===== src/rtl/pipe_ctrl.sv =====
// Pipeline hazard/stall/flush controller for the RV32I five-stage core.
// Define CTRL_PERF_CNT_EN to add saturating stall/flush performance counters.
module pipe_ctrl #(
    parameter int MEM_TIMEOUT = 255
`ifdef CTRL_PERF_CNT_EN
    ,
    parameter int CNT_W = 32
`endif
) (
    input  logic              clk,
    input  logic              rst,
    input  logic              jump_flag_i,
    input  logic [31:0]       jump_addr_i,
    input  logic              ex_load_i,
    input  logic [4:0]        ex_rd_addr_i,
    input  logic [4:0]        id_rs1_addr_i,
    input  logic [4:0]        id_rs2_addr_i,
    input  logic              id_rs1_re_i,
    input  logic              id_rs2_re_i,
    input  logic              mem_req_i,
    input  logic              mem_ready_i,
    output logic              hold_pc_o,
    output logic              hold_if_id_o,
    output logic              hold_id_ex_o,
    output logic              flush_if_id_o,
    output logic              flush_id_ex_o,
    output logic              jump_flag_o,
    output logic [31:0]       jump_addr_o,
    output logic              bus_err_o
`ifdef CTRL_PERF_CNT_EN
    ,
    output logic [CNT_W-1:0]  stall_cnt_o,
    output logic [CNT_W-1:0]  flush_cnt_o
`endif
);

    localparam int WC_W = $clog2(MEM_TIMEOUT);

    typedef enum logic [1:0] {RUN, MEM_WAIT, ERR} state_t;

    state_t            state;
    logic [WC_W-1:0]   wait_cnt;
    logic              mem_stall;
    logic              load_use;

    // Holds drop in the cycle mem_ready_i arrives, so a completing access never stalls.
    assign mem_stall = !mem_ready_i &&
                       ((state == MEM_WAIT) || (state == RUN && mem_req_i));

    assign load_use = ex_load_i && (ex_rd_addr_i != 5'd0) &&
                      ((id_rs1_re_i && id_rs1_addr_i == ex_rd_addr_i) ||
                       (id_rs2_re_i && id_rs2_addr_i == ex_rd_addr_i));

    always_comb begin
        hold_pc_o     = 1'b0;
        hold_if_id_o  = 1'b0;
        hold_id_ex_o  = 1'b0;
        flush_if_id_o = 1'b0;
        flush_id_ex_o = 1'b0;
        jump_flag_o   = 1'b0;
        jump_addr_o   = 32'd0;
        // Outputs are forced quiet while reset is asserted, even mid-stall.
        if (!rst) begin
            hold_pc_o = 1'b0;
        end else if (state == ERR || mem_stall) begin
            hold_pc_o    = 1'b1;
            hold_if_id_o = 1'b1;
            hold_id_ex_o = 1'b1;
        end else if (jump_flag_i) begin
            flush_if_id_o = 1'b1;
            flush_id_ex_o = 1'b1;
            jump_flag_o   = 1'b1;
            jump_addr_o   = jump_addr_i;
        end else if (load_use) begin
            hold_pc_o     = 1'b1;
            hold_if_id_o  = 1'b1;
            flush_id_ex_o = 1'b1;
        end
    end

    always_ff @(posedge clk or negedge rst) begin
        if (!rst) begin
            state     <= RUN;
            wait_cnt  <= '0;
            bus_err_o <= 1'b0;
        end else begin
            unique case (state)
                RUN: begin
                    if (mem_req_i && !mem_ready_i) begin
                        state    <= MEM_WAIT;
                        wait_cnt <= WC_W'(1);
                    end
                end
                MEM_WAIT: begin
                    if (mem_ready_i) begin
                        state    <= RUN;
                        wait_cnt <= '0;
                    end else if (wait_cnt == WC_W'(MEM_TIMEOUT - 1)) begin
                        state     <= ERR;
                        bus_err_o <= 1'b1;
                    end else begin
                        wait_cnt <= wait_cnt + WC_W'(1);
                    end
                end
                ERR: state <= ERR;
                default: state <= RUN;
            endcase
        end
    end

`ifdef CTRL_PERF_CNT_EN
    always_ff @(posedge clk or negedge rst) begin
        if (!rst) begin
            stall_cnt_o <= '0;
            flush_cnt_o <= '0;
        end else begin
            if (hold_pc_o && stall_cnt_o != '1)
                stall_cnt_o <= stall_cnt_o + CNT_W'(1);
            if (flush_if_id_o && flush_cnt_o != '1)
                flush_cnt_o <= flush_cnt_o + CNT_W'(1);
        end
    end
`endif

endmodule

===== config.mk =====
export PLATFORM = sky130hd
export DESIGN_NAME = pipe_ctrl
export DESIGN_NICKNAME = d
export VERILOG_FILES = /design/src/rtl/pipe_ctrl.sv
export SDC_FILE = /design/constraint.sdc
export NUM_CORES = 1
export LEC_CHECK = 0
export CELL_PAD_IN_SITES_DETAIL_PLACEMENT = 0
export CELL_PAD_IN_SITES_GLOBAL_PLACEMENT = 1
export CORE_ASPECT_RATIO = 1.5
export CORE_MARGIN = 2
export CORE_UTILIZATION = 21
export CTS_BUF_LIST = sky130_fd_sc_hd__clkbuf_2
export CTS_CLUSTER_SIZE = 24
export DETAILED_ROUTE_END_ITERATION = 8
export PLACE_DENSITY_LB_ADDON = 0.1
export REMOVE_ABC_BUFFERS = 1
export SLEW_MARGIN = 25
export SYNTH_ARGS = -nofsm -noshare
export SYNTH_HDL_FRONTEND = slang
export SYNTH_SLANG_ARGS = --single-unit

===== constraint.sdc =====
create_clock -name clk -period 3.1 [get_ports clk]
set_clock_uncertainty 0.2 [all_clocks]
set_input_delay 0.775 -clock clk [delete_from_list [all_inputs] [get_ports clk]]
set_output_delay 0.775 -clock clk [all_outputs]
set_load 0.02 [all_outputs]

Word level (Yosys, flattened, before mapping)
Index checks and enable logic that the tools add are counted.
{ "word_totals": {"elab_cells": 53, "in_bits": 55, "ff_bits": 11, "output_inout_bits": 39} }
{ "op_classes": {"n_addsub": 1, "eq_ne": 8, "n_reduce_logical": 17, "bitwise": 1, "muxes": 23} }
{ "ops": {"columns": ["op", "count"], "rows": [
  ["32-bit 2-to-1 mux", 3],
  ["8-bit 2-to-1 mux", 3],
  ["8-bit case mux with 2 select lines", 1],
  ["1-bit 2-to-1 mux", 12],
  ["5-bit equality test", 2],
  ["8-bit by 1-bit adder with 8-bit output, second input constant", 1],
  ["8-bit equality test, second input constant", 1],
  ["1-bit logical AND", 7],
  ["2-bit 2-to-1 mux", 3],
  ["2-bit case mux with 3 select lines", 1],
  ["3-bit AND reduction", 2],
  ["5-bit nonzero test", 1],
  ["1-bit logical OR", 3],
  ["3-bit by 2-bit != test with 1-bit output, second input constant", 1],
  ["3-bit != test, second input constant", 1],
  ["2-bit by 1-bit equality test with 1-bit output, second input constant", 1],
  ["2-bit equality test, second input constant", 1],
  ["2-bit logical NOT", 1],
  ["2-bit by 1-bit != test with 1-bit output, second input constant", 1],
  ["2-bit AND reduction", 1],
  ["2-bit nonzero test", 1],
  ["1-bit logical NOT", 1],
  ["1-bit inverter", 1]
]} }

Longest topological paths before layout
Gate-level depths: netlist (run 1).
{ "depth": {"ltp_word": 8, "depth_mapped": 6, "ltp_nobuf": 6} }

Worst setup path before layout (run 1)
OpenSTA, ideal clock, no wires.
{ "synth_timing": {"kind": "in2out", "startpoint": "input port ex_rd_addr_i[3]", "endpoint": "output port hold_pc_o", "t_required_ns": 2.125, "n_path_buf": 1, "path_stages": 5, "path_slack_ns": -0.070, "t_arrival_ns": 2.195, "cell_sequence": "xor2_1 -> nor4_2 -> a32oi_1 -> o41ai_2 -> buf_4"} }
{ "synth_between": {"elab_chain_len": 8, "word_cells_on_any_way": 12, "cone_classes": "eq/ne (2); mux (4); reduce/logical (6)"} }
{ "synth_rtl": {"columns": ["element", "line", "text"], "rows": [
  ["from (decl)", "15", "input logic [4:0] ex_rd_addr_i,"],
  ["5-bit equality test, on equally long branches", "51, 52", null],
  ["1-bit logical AND, on equally long branches", "51, 52", null],
  ["1-bit logical OR", "51", "((id_rs1_re_i && id_rs1_addr_i == ex_rd_addr_i) ||"],
  ["1-bit logical AND *", "50", "assign load_use = ex_load_i && (ex_rd_addr_i != 5'd0) &&"],
  ["1-bit 2-to-1 mux * (4 in a row)", null, null],
  ["to (decl)", "22", "output logic hold_pc_o,"]
]} }
Every way passes the cells marked *; elsewhere a longest branch is shown, timed or not.

Worst setup path in the final report (run 1)
{ "layout_timing": {"startpoint": "input port id_rs2_addr_i[2]", "endpoint": "output port hold_pc_o"} }
{ "layout_between": {"elab_chain_len": 8} }
{ "layout_rtl": {"columns": ["element", "line", "text"], "rows": [
  ["from (decl)", "17", "input logic [4:0] id_rs2_addr_i,"],
  ["5-bit equality test", "52", "(id_rs2_re_i && id_rs2_addr_i == ex_rd_addr_i));"],
  ["1-bit logical AND", "52", null],
  ["1-bit logical OR", "51", null],
  ["1-bit logical AND", "50", null],
  ["1-bit 2-to-1 mux", "74", "end else if (load_use) begin"],
  ["1-bit 2-to-1 mux", "69", "end else if (jump_flag_i) begin"],
  ["1-bit 2-to-1 mux", "65", "end else if (state == ERR || mem_stall) begin"],
  ["1-bit 2-to-1 mux", "63", "if (!rst) begin"]
]} }
No other way between the ends.

==> results of run 1 <==
power groups by stage:
stage          Combinational, W  Sequential, W  Clock [W]
2_1_floorplan         0.0000796       0.000163          0
3_5_place_dp           0.000220       0.000164          0
6_report               0.000223       0.000161  0.0000817
3_3_place_gp           0.000217       0.000164          0
5_1_grt                0.000242       0.000163  0.0000890
4_1_cts                0.000223       0.000161  0.0000854
cell families (layout without fill, tap and decap cells):
kind of cell / count (synthesis) / in the layout
xor gates and xnor gates: 13 / 13
AOI/OAI and AO/OA: 19 / 19
DFF: 11 / 11
adders and majority gates: 2 / 2
buffers and inverters: 11 / 118
and+or+nand+nor: 70 / 71
through the flow:
stage / cells / total power, W / worst slack, ns / utilization, % / hold slack (ns)
detailed placement: 290 / 0.0003835 / -0.8517 / 43.85 / 0.2792
CTS: 300 / 0.0004693 / 0.003637 / 44.90 / 0.3080
finish: 300 / 0.0004655 / 0.01817 / 45.06 / 0.2956
global placement: 290 / 0.0003814 / -0.7954 / 43.85 / 0.2600
global route: 300 / 0.0004936 / -0.04984 / 45.06 / 0.3241
floorplan: 120 / 0.0002426 / -0.08854 / - / 0.2794
worst reg2reg max path: cells and delay by family (launching register included):
family	cells	cell delay (ns)
and+or+nand+nor	3	0.60
DFF	1	0.46
adders and majority gates	1	0.21
xor gates and xnor gates	1	0.16
buffers and inverters	1	0.07
layout by cell type (no fill, tap or decap), types with 3 or more instances in the layout:
cell,Yosys,final
a21oi_1,4,4
and2_1,32,33
buf_2,3,18
buf_4,2,16
buf_6,0,4
clkbuf_2,1,10
clkdlybuf4s15_1,0,7
clkdlybuf4s15_2,0,8
clkdlybuf4s50_1,0,37
dfrtp_1,11,11
dlygate4sd2_1,0,7
dlymetal6s2s_1,0,3
inv_1,5,5
nand2_1,7,6
nor2_1,8,6
o21ai_0,3,3
xnor2_1,5,4
xor2_1,8,4
xor2_2,0,4
routing by layer:
metal  wire [µm]  global-route usage (%)
met5           0                       0
met4          57                   2.899
met3         315                   2.302
met2        2378                   29.88
met1        1534                   16.64
worst min-delay path by stage:
| stage | to | depth (start not counted) |
|---|---|---|
| 6_report | bus_err_o$_DFFE_PN0P_ | 1 |
| 5_1_grt | bus_err_o$_DFFE_PN0P_ | 1 |
| 4_1_cts | bus_err_o$_DFFE_PN0P_ | 1 |
| 3_5_place_dp | bus_err_o$_DFFE_PN0P_ | 1 |
| 3_3_place_gp | bus_err_o$_DFFE_PN0P_ | 1 |
| 2_1_floorplan | bus_err_o$_DFFE_PN0P_ | 0 |
sequential cells by signal (all words and copies together), names as in the netlist:
name,cells
wait_cnt,8
bus_err_o,1
state,2
layout make-up:
class | instances | area [µm²]
fill | 500 | 2621
timing repair buffer | 109 | 962.2
sequential | 11 | 275.3
multi-input combinational | 105 | 790.8
tap | 66 | 82.58
clock buffer | 4 | 20.02
inverter | 5 | 18.77
what timing repair did:
action / 4_1_cts / 5_1_grt
resized for setup: 164 / 27
buffers inserted: 5 / 0
cloned: 1 / 0
pin swaps: 9 / 12
setup endpoints to repair: 38 / 9
==> impl_metrics.env, run 1 <==
export IMPL_run_status="complete, no violations"
export IMPL_comb_power_share_pct=47.8
export IMPL_cp_required_ns=2.12
export IMPL_hold_start="bus_err_o$_DFFE_PN0P_"
export IMPL_cp_num_buf_inv=2
export IMPL_ys_async_sr_fraction_pct=100.0
export IMPL_antenna_violating_nets_post_route=0
export IMPL_synth_area_top_cells="dfrtp_1 27%, and2_1 19%, xor2_1 6.8%"
export IMPL_seq_power_share_pct=34.6
export IMPL_synth_yosys_warnings=0
export IMPL_clk_transition_reported_paths_ns=0.11
export IMPL_place_congestion=0.7606
export IMPL_design_area_um2=2150
export IMPL_drt_vias_per_instance=4.313
export IMPL_p_per_area_nw_per_um2=216.6
export IMPL_max_slew_margin_rel_pct=76.76
export IMPL_antenna_found_initial=0
export IMPL_total_switching_power_w=0.0001562
export IMPL_setup_worst_path_start_class="input port"
export IMPL_post_synth_xor_area_fraction_pct=11.04
export IMPL_setup_viol=0
export IMPL_synth_top_cell_by_area="dfrtp_1"
export IMPL_cts_htree_levels=1
export IMPL_grt_pass1_vias=1337
export IMPL_cts_tree="built"
export IMPL_clock_latency_ns=0.25
export IMPL_die_area_um2=5498
export IMPL_worst_pin_slew_ns=0.3473
export IMPL_drt_pre_antenna_iters=4
export IMPL_core_area_um2=4771
export IMPL_clockBufferDepth=2
export IMPL_share_of_the_clock_period_used_by_the_worst_path_pct=99.41
export IMPL_port_buffers=93
export IMPL_synth_mux_area_fraction_pct=0
export IMPL_post_synth_inst_count=126
export IMPL_finalNetCount=292
export IMPL_grt_use_total_pct=15.49
export IMPL_netlist_area_um2=1031
export IMPL_grt_overflow_total=0
export IMPL_post_synth_fa_ha_maj_area_fraction_pct=2.427
export IMPL_synth_compound_gate_area_share_pct=13.23
export IMPL_ys_top_cells_by_count="32 x and2_1, 11 x dfrtp_1, 8 x nor2_1, 8 x xor2_1, 7 x nand2_1"
export IMPL_crit_chain="buf_6, xor2_2, nor4_2, a32oi_2, o41ai_4, buf_4"
export IMPL_setup_repair_after_global_routing_missed_its_margin="yes"
export IMPL_maxSlewViolCount=0
export IMPL_largest_family_of_logic_cells_by_synthesized_area="simple AND/OR/NAND/NOR gates"
export IMPL_detail_route_wl_per_cell_um=14.29
export IMPL_routed_via_count=1294
export IMPL_crit_reg2reg_capture="wait_cnt[7]$_DFFE_PN0P_"
export IMPL_detailed_place_hpwl_um=3534
export IMPL_hold_viol=0
export IMPL_hp_class="reg2reg"
export IMPL_setup_tns_ns=0
export IMPL_slowest_delay_ns=0.37
export IMPL_synth_lib_cells_used_distinct=41
export IMPL_critical_register_to_register_path_startpoint="wait_cnt[0]$_DFFE_PN0P_"
export IMPL_fin_crit_ns=3.082
export IMPL_post_synth_top_area_fraction_pct=26.70
export IMPL_cp_slowest_cell="o41ai_4"
export IMPL_cp_end_kind="output pin"
export IMPL_p_clk_share_pct=17.6
export IMPL_grt_max_degree=19
export IMPL_wire_length_reported_by_the_detailed_router_um=4286
export IMPL_clk_root_buffer_cell="clkbuf_2"
export IMPL_design_portCount=94
export IMPL_cts_bufs_inserted=3
export IMPL_cts_num_sinks=11
export IMPL_synth_simple_gate_area_share_pct=41.38
export IMPL_library_cell_with_the_highest_instance_count_after_synthesis="and2_1"
export IMPL_postPlaceCellArea_um2=2092
export IMPL_critical_path_endpoint="hold_pc_o"
export IMPL_flow_area_growth_from_synthesis_pct=108.5
export IMPL_leakage_power_summed_over_all_cells_nw=0.9861
export IMPL_worstPathMaxFanout=2
export IMPL_cell_internal_pwr_w=0.0003094
export IMPL_grt_pass1_wl_um=6575
export IMPL_post_synth_cell_area_avg_um2=8.182
export IMPL_post_route_cells_drive_above_1_share_pct=32.91
export IMPL_die_x_um=61.21
export IMPL_drt_iter0_markers=15
export IMPL_worst_r2r_setup_slack_ns=1.27
export IMPL_die_h_um=89.82
export IMPL_peakVddDrop_v=0.0001549
export IMPL_postSynthRegisterBits=11
export IMPL_synth_seq_area_share_pct=26.70
export IMPL_initial_core_util_pct=21.61
export IMPL_insertedDiodeCount=0
export IMPL_rows=31
export IMPL_fmax_ghz=0.3245
export IMPL_timing_reg2reg_worst_path_depth=6
export IMPL_max_cap_violations=0
export IMPL_synth_edf_count=0
export IMPL_path_depth=6
export IMPL_hold_buffers=0
export IMPL_synthFlopType="dfrtp_1"
export IMPL_critical_path_startpoint="id_rs2_addr_i[2]"
export IMPL_timing_worst_setup_path_type="in2out"
export IMPL_drc=0
export IMPL_worstPathArrival_ns=2.11
export IMPL_cpLargestDelayFamily="compound AO/OA/AOI/OAI gates"
export IMPL_power_switching_fraction_pct=33.54
Power figures use the tool's default switching activity.
==> inputs of run 2 (changes only) <==
Settings changed: CORE_MARGIN 2 to 5, PLACE_DENSITY from default to 0.89, PLACE_DENSITY_LB_ADDON 0.1 to default.
==> impl_metrics.env, run 2 (same netlist as run 1, synthesis figures left out) <==
export IMPL_run_status="complete, no violations"
export IMPL_grt_pass1_vias=1389
export IMPL_cts_bufs_inserted=3
export IMPL_drc=0
export IMPL_routed_via_count=1342
export IMPL_leakage_power_summed_over_all_cells_nw=1.019
export IMPL_antenna_violating_nets_post_route=0
export IMPL_setup_worst_path_start_class="input port"
export IMPL_setup_viol=0
export IMPL_die_h_um=95.82
export IMPL_top_layer_used="met4"
export IMPL_cts_tree="built"
export IMPL_antenna_found_initial=0
export IMPL_power_switching_fraction_pct=34.55
export IMPL_port_buffers=93
export IMPL_design_portCount=94
export IMPL_insertedDiodeCount=0
export IMPL_p_per_area_nw_per_um2=224.2
export IMPL_maxSlewViolCount=0
export IMPL_flow_area_growth_from_synthesis_pct=103.2
export IMPL_cp_required_ns=2.12
export IMPL_m1WireLength_um=1508
export IMPL_drt_vias_per_instance=4.371
export IMPL_place_detailed_instances=293
export IMPL_timing_worst_setup_path_type="in2out"
export IMPL_core_area_um2=4810
export IMPL_cpLargestDelayFamily="compound AO/OA/AOI/OAI gates"
export IMPL_met2RoutedLength_um=2133
export IMPL_design_power_total_w=0.0004697
export IMPL_total_switching_power_w=0.0001623
export IMPL_hold_buffers=0
export IMPL_final_seq_area_um2=275.3
export IMPL_multiInputGateArea_um2=800.8
export IMPL_worstHoldPathCells=1
export IMPL_detail_route_wl_per_cell_um=14.51
export IMPL_post_route_cells_drive_above_1_share_pct=36.93
export IMPL_seq_power_share_pct=34.3
export IMPL_rows=31
export IMPL_crit_chain="buf_8, xor2_2, nor4_2, a32oi_2, o41ai_4, buf_4"
export IMPL_timing_reg2reg_worst_path_depth=6
export IMPL_max_slew_margin_rel_pct=73.85
export IMPL_hp_class="reg2reg"
export IMPL_wl_met3_um=733
export IMPL_wire_length_reported_by_the_detailed_router_um=4456
export IMPL_path_depth=6
export IMPL_fin_crit_ns=3.051
export IMPL_initial_core_util_pct=21.44
export IMPL_clk_root_buffer_cell="clkbuf_2"
export IMPL_fmax_ghz=0.3277
export IMPL_worst_pin_slew_ns=0.3896
export IMPL_slowest_delay_ns=0.34
export IMPL_drt_pre_antenna_iters=4
export IMPL_worst_slack_ns=0.04886
export IMPL_cp_num_buf_inv=2
export IMPL_layout_top_registers="wait_cnt (8), state (2), bus_err_o (1)"
export IMPL_largest_register="wait_cnt"
export IMPL_worstPathArrival_ns=2.08
export IMPL_cp_end_kind="output pin"
export IMPL_grt_overflow_total=0
export IMPL_clk_transition_reported_paths_ns=0.11
export IMPL_die_x_um=67.21
export IMPL_p_clk_share_pct=18.4
export IMPL_final_cell_count_no_fill=307
export IMPL_comb_power_share_pct=47.3
export IMPL_mostFrequentLayoutCells="37 x clkdlybuf4s50_1, 37 x buf_2, 33 x and2_1"
export IMPL_hold_viol=0
export IMPL_detailedPlace_worstSlack_ns=-0.8123
export IMPL_cts_num_sinks=11
export IMPL_max_cap_violations=0
export IMPL_grt_use_total_pct=13.61
export IMPL_worstPathMaxFanout=3
export IMPL_setup_repair_after_global_routing_missed_its_margin="yes"
export IMPL_place_congestion=0.7777
export IMPL_post_route_util_pct=43.55
export IMPL_grt_pass1_wl_um=6713
export IMPL_cell_internal_pwr_w=0.0003074
export IMPL_die_area_um2=6440
export IMPL_detailed_place_hpwl_um=3526
export IMPL_max_ffs_per_register=8
export IMPL_finalNetCount=299
export IMPL_fill_cells=520
export IMPL_share_of_the_clock_period_used_by_the_worst_path_pct=98.42
export IMPL_peakVddDrop_v=0.0001489
export IMPL_grt_max_degree=13
export IMPL_clockBufferDepth=2
export IMPL_setup_tns_ns=0
export IMPL_cp_slowest_cell="o41ai_4"
export IMPL_cts_htree_levels=1
export IMPL_drt_iter0_markers=50
export IMPL_clock_latency_ns=0.27
## run 2: cell count changes in the layout (fill, tap and decap cells not counted), sizes merged
| cell | change |
|---|---|
| buf | +23 |
| clkbuf | -3 |
| clkdlybuf4s15 | -9 |
| dlygate4sd2 | -4 |
| dlymetal6s2s | -1 |
| nor2 | +1 |
## run 2: what timing repair did
| item | CTS | global route |
|---|---|---|
| pin swaps | 18 | 12 |
| cloned | 2 | 0 |
| resized for setup | 196 | 23 |
| buffers inserted | 7 | 1 |
| endpoints found under the setup margin | 38 | 6 |
## run 2: final cells by class
cell class / count / share of cell area [%]
sequential: 11 / 13.14
timing repair buffer: 115 / 42.83
tap: 66 / 3.943
multi-input combinational: 106 / 38.23
inverter: 5 / 0.8961
clock buffer: 4 / 0.9558
## run 2: worst paths after layout
kind	startpoint	to	slack, ns
min in group asynchronous	rst	wait_cnt[3]$_DFFE_PN0P_	0.41
worst min register to register	bus_err_o$_DFFE_PN0P_	bus_err_o$_DFFE_PN0P_	0.30
max in group asynchronous	rst	wait_cnt[1]$_DFFE_PN0P_	2.14
worst max-delay path	ex_rd_addr_i[2]	hold_pc_o	0.05
worst max register to register	wait_cnt[0]$_DFFE_PN0P_	wait_cnt[0]$_DFFE_PN0P_	1.28
worst min-delay path	bus_err_o$_DFFE_PN0P_	bus_err_o$_DFFE_PN0P_	0.30
## run 2: worst register-to-register path, cell delays in order, from the launching register on
cell and delay (ns):
dfrtp_1 0.46, inv_1 0.09, ha_1 0.17, nand4_1 0.14, o21ai_1 0.36, a2bb2oi_1 0.20, o21ai_0 0.09
## run 2: layer usage
metal | vias up | track usage (%)
li1 | 658 | -
met1 | 597 | 13.40
met2 | 80 | 25.43
met3 | 7 | 5.724
met4 | 0 | 3.723
met5 | - | 0
## run 2: per-stage QoR
step                      hold slack [ns]  instance area, µm²
final                              0.3019                2095
after CTS                          0.3032                2064
after global routing               0.3469                2095
after floorplan                    0.2794               996.0
after global placement             0.2655                2115
after detailed placement           0.2712                2115
## run 2: power by group through the flow
stage / sequential [W] / clock [W] / combinational, W
finish: 0.000161 / 0.0000864 / 0.000222
global route: 0.000163 / 0.0000952 / 0.000242
detailed placement: 0.000164 / 0 / 0.000222
floorplan: 0.000163 / 0 / 0.0000796
global placement: 0.000163 / 0 / 0.000219
CTS: 0.000161 / 0.0000906 / 0.000218
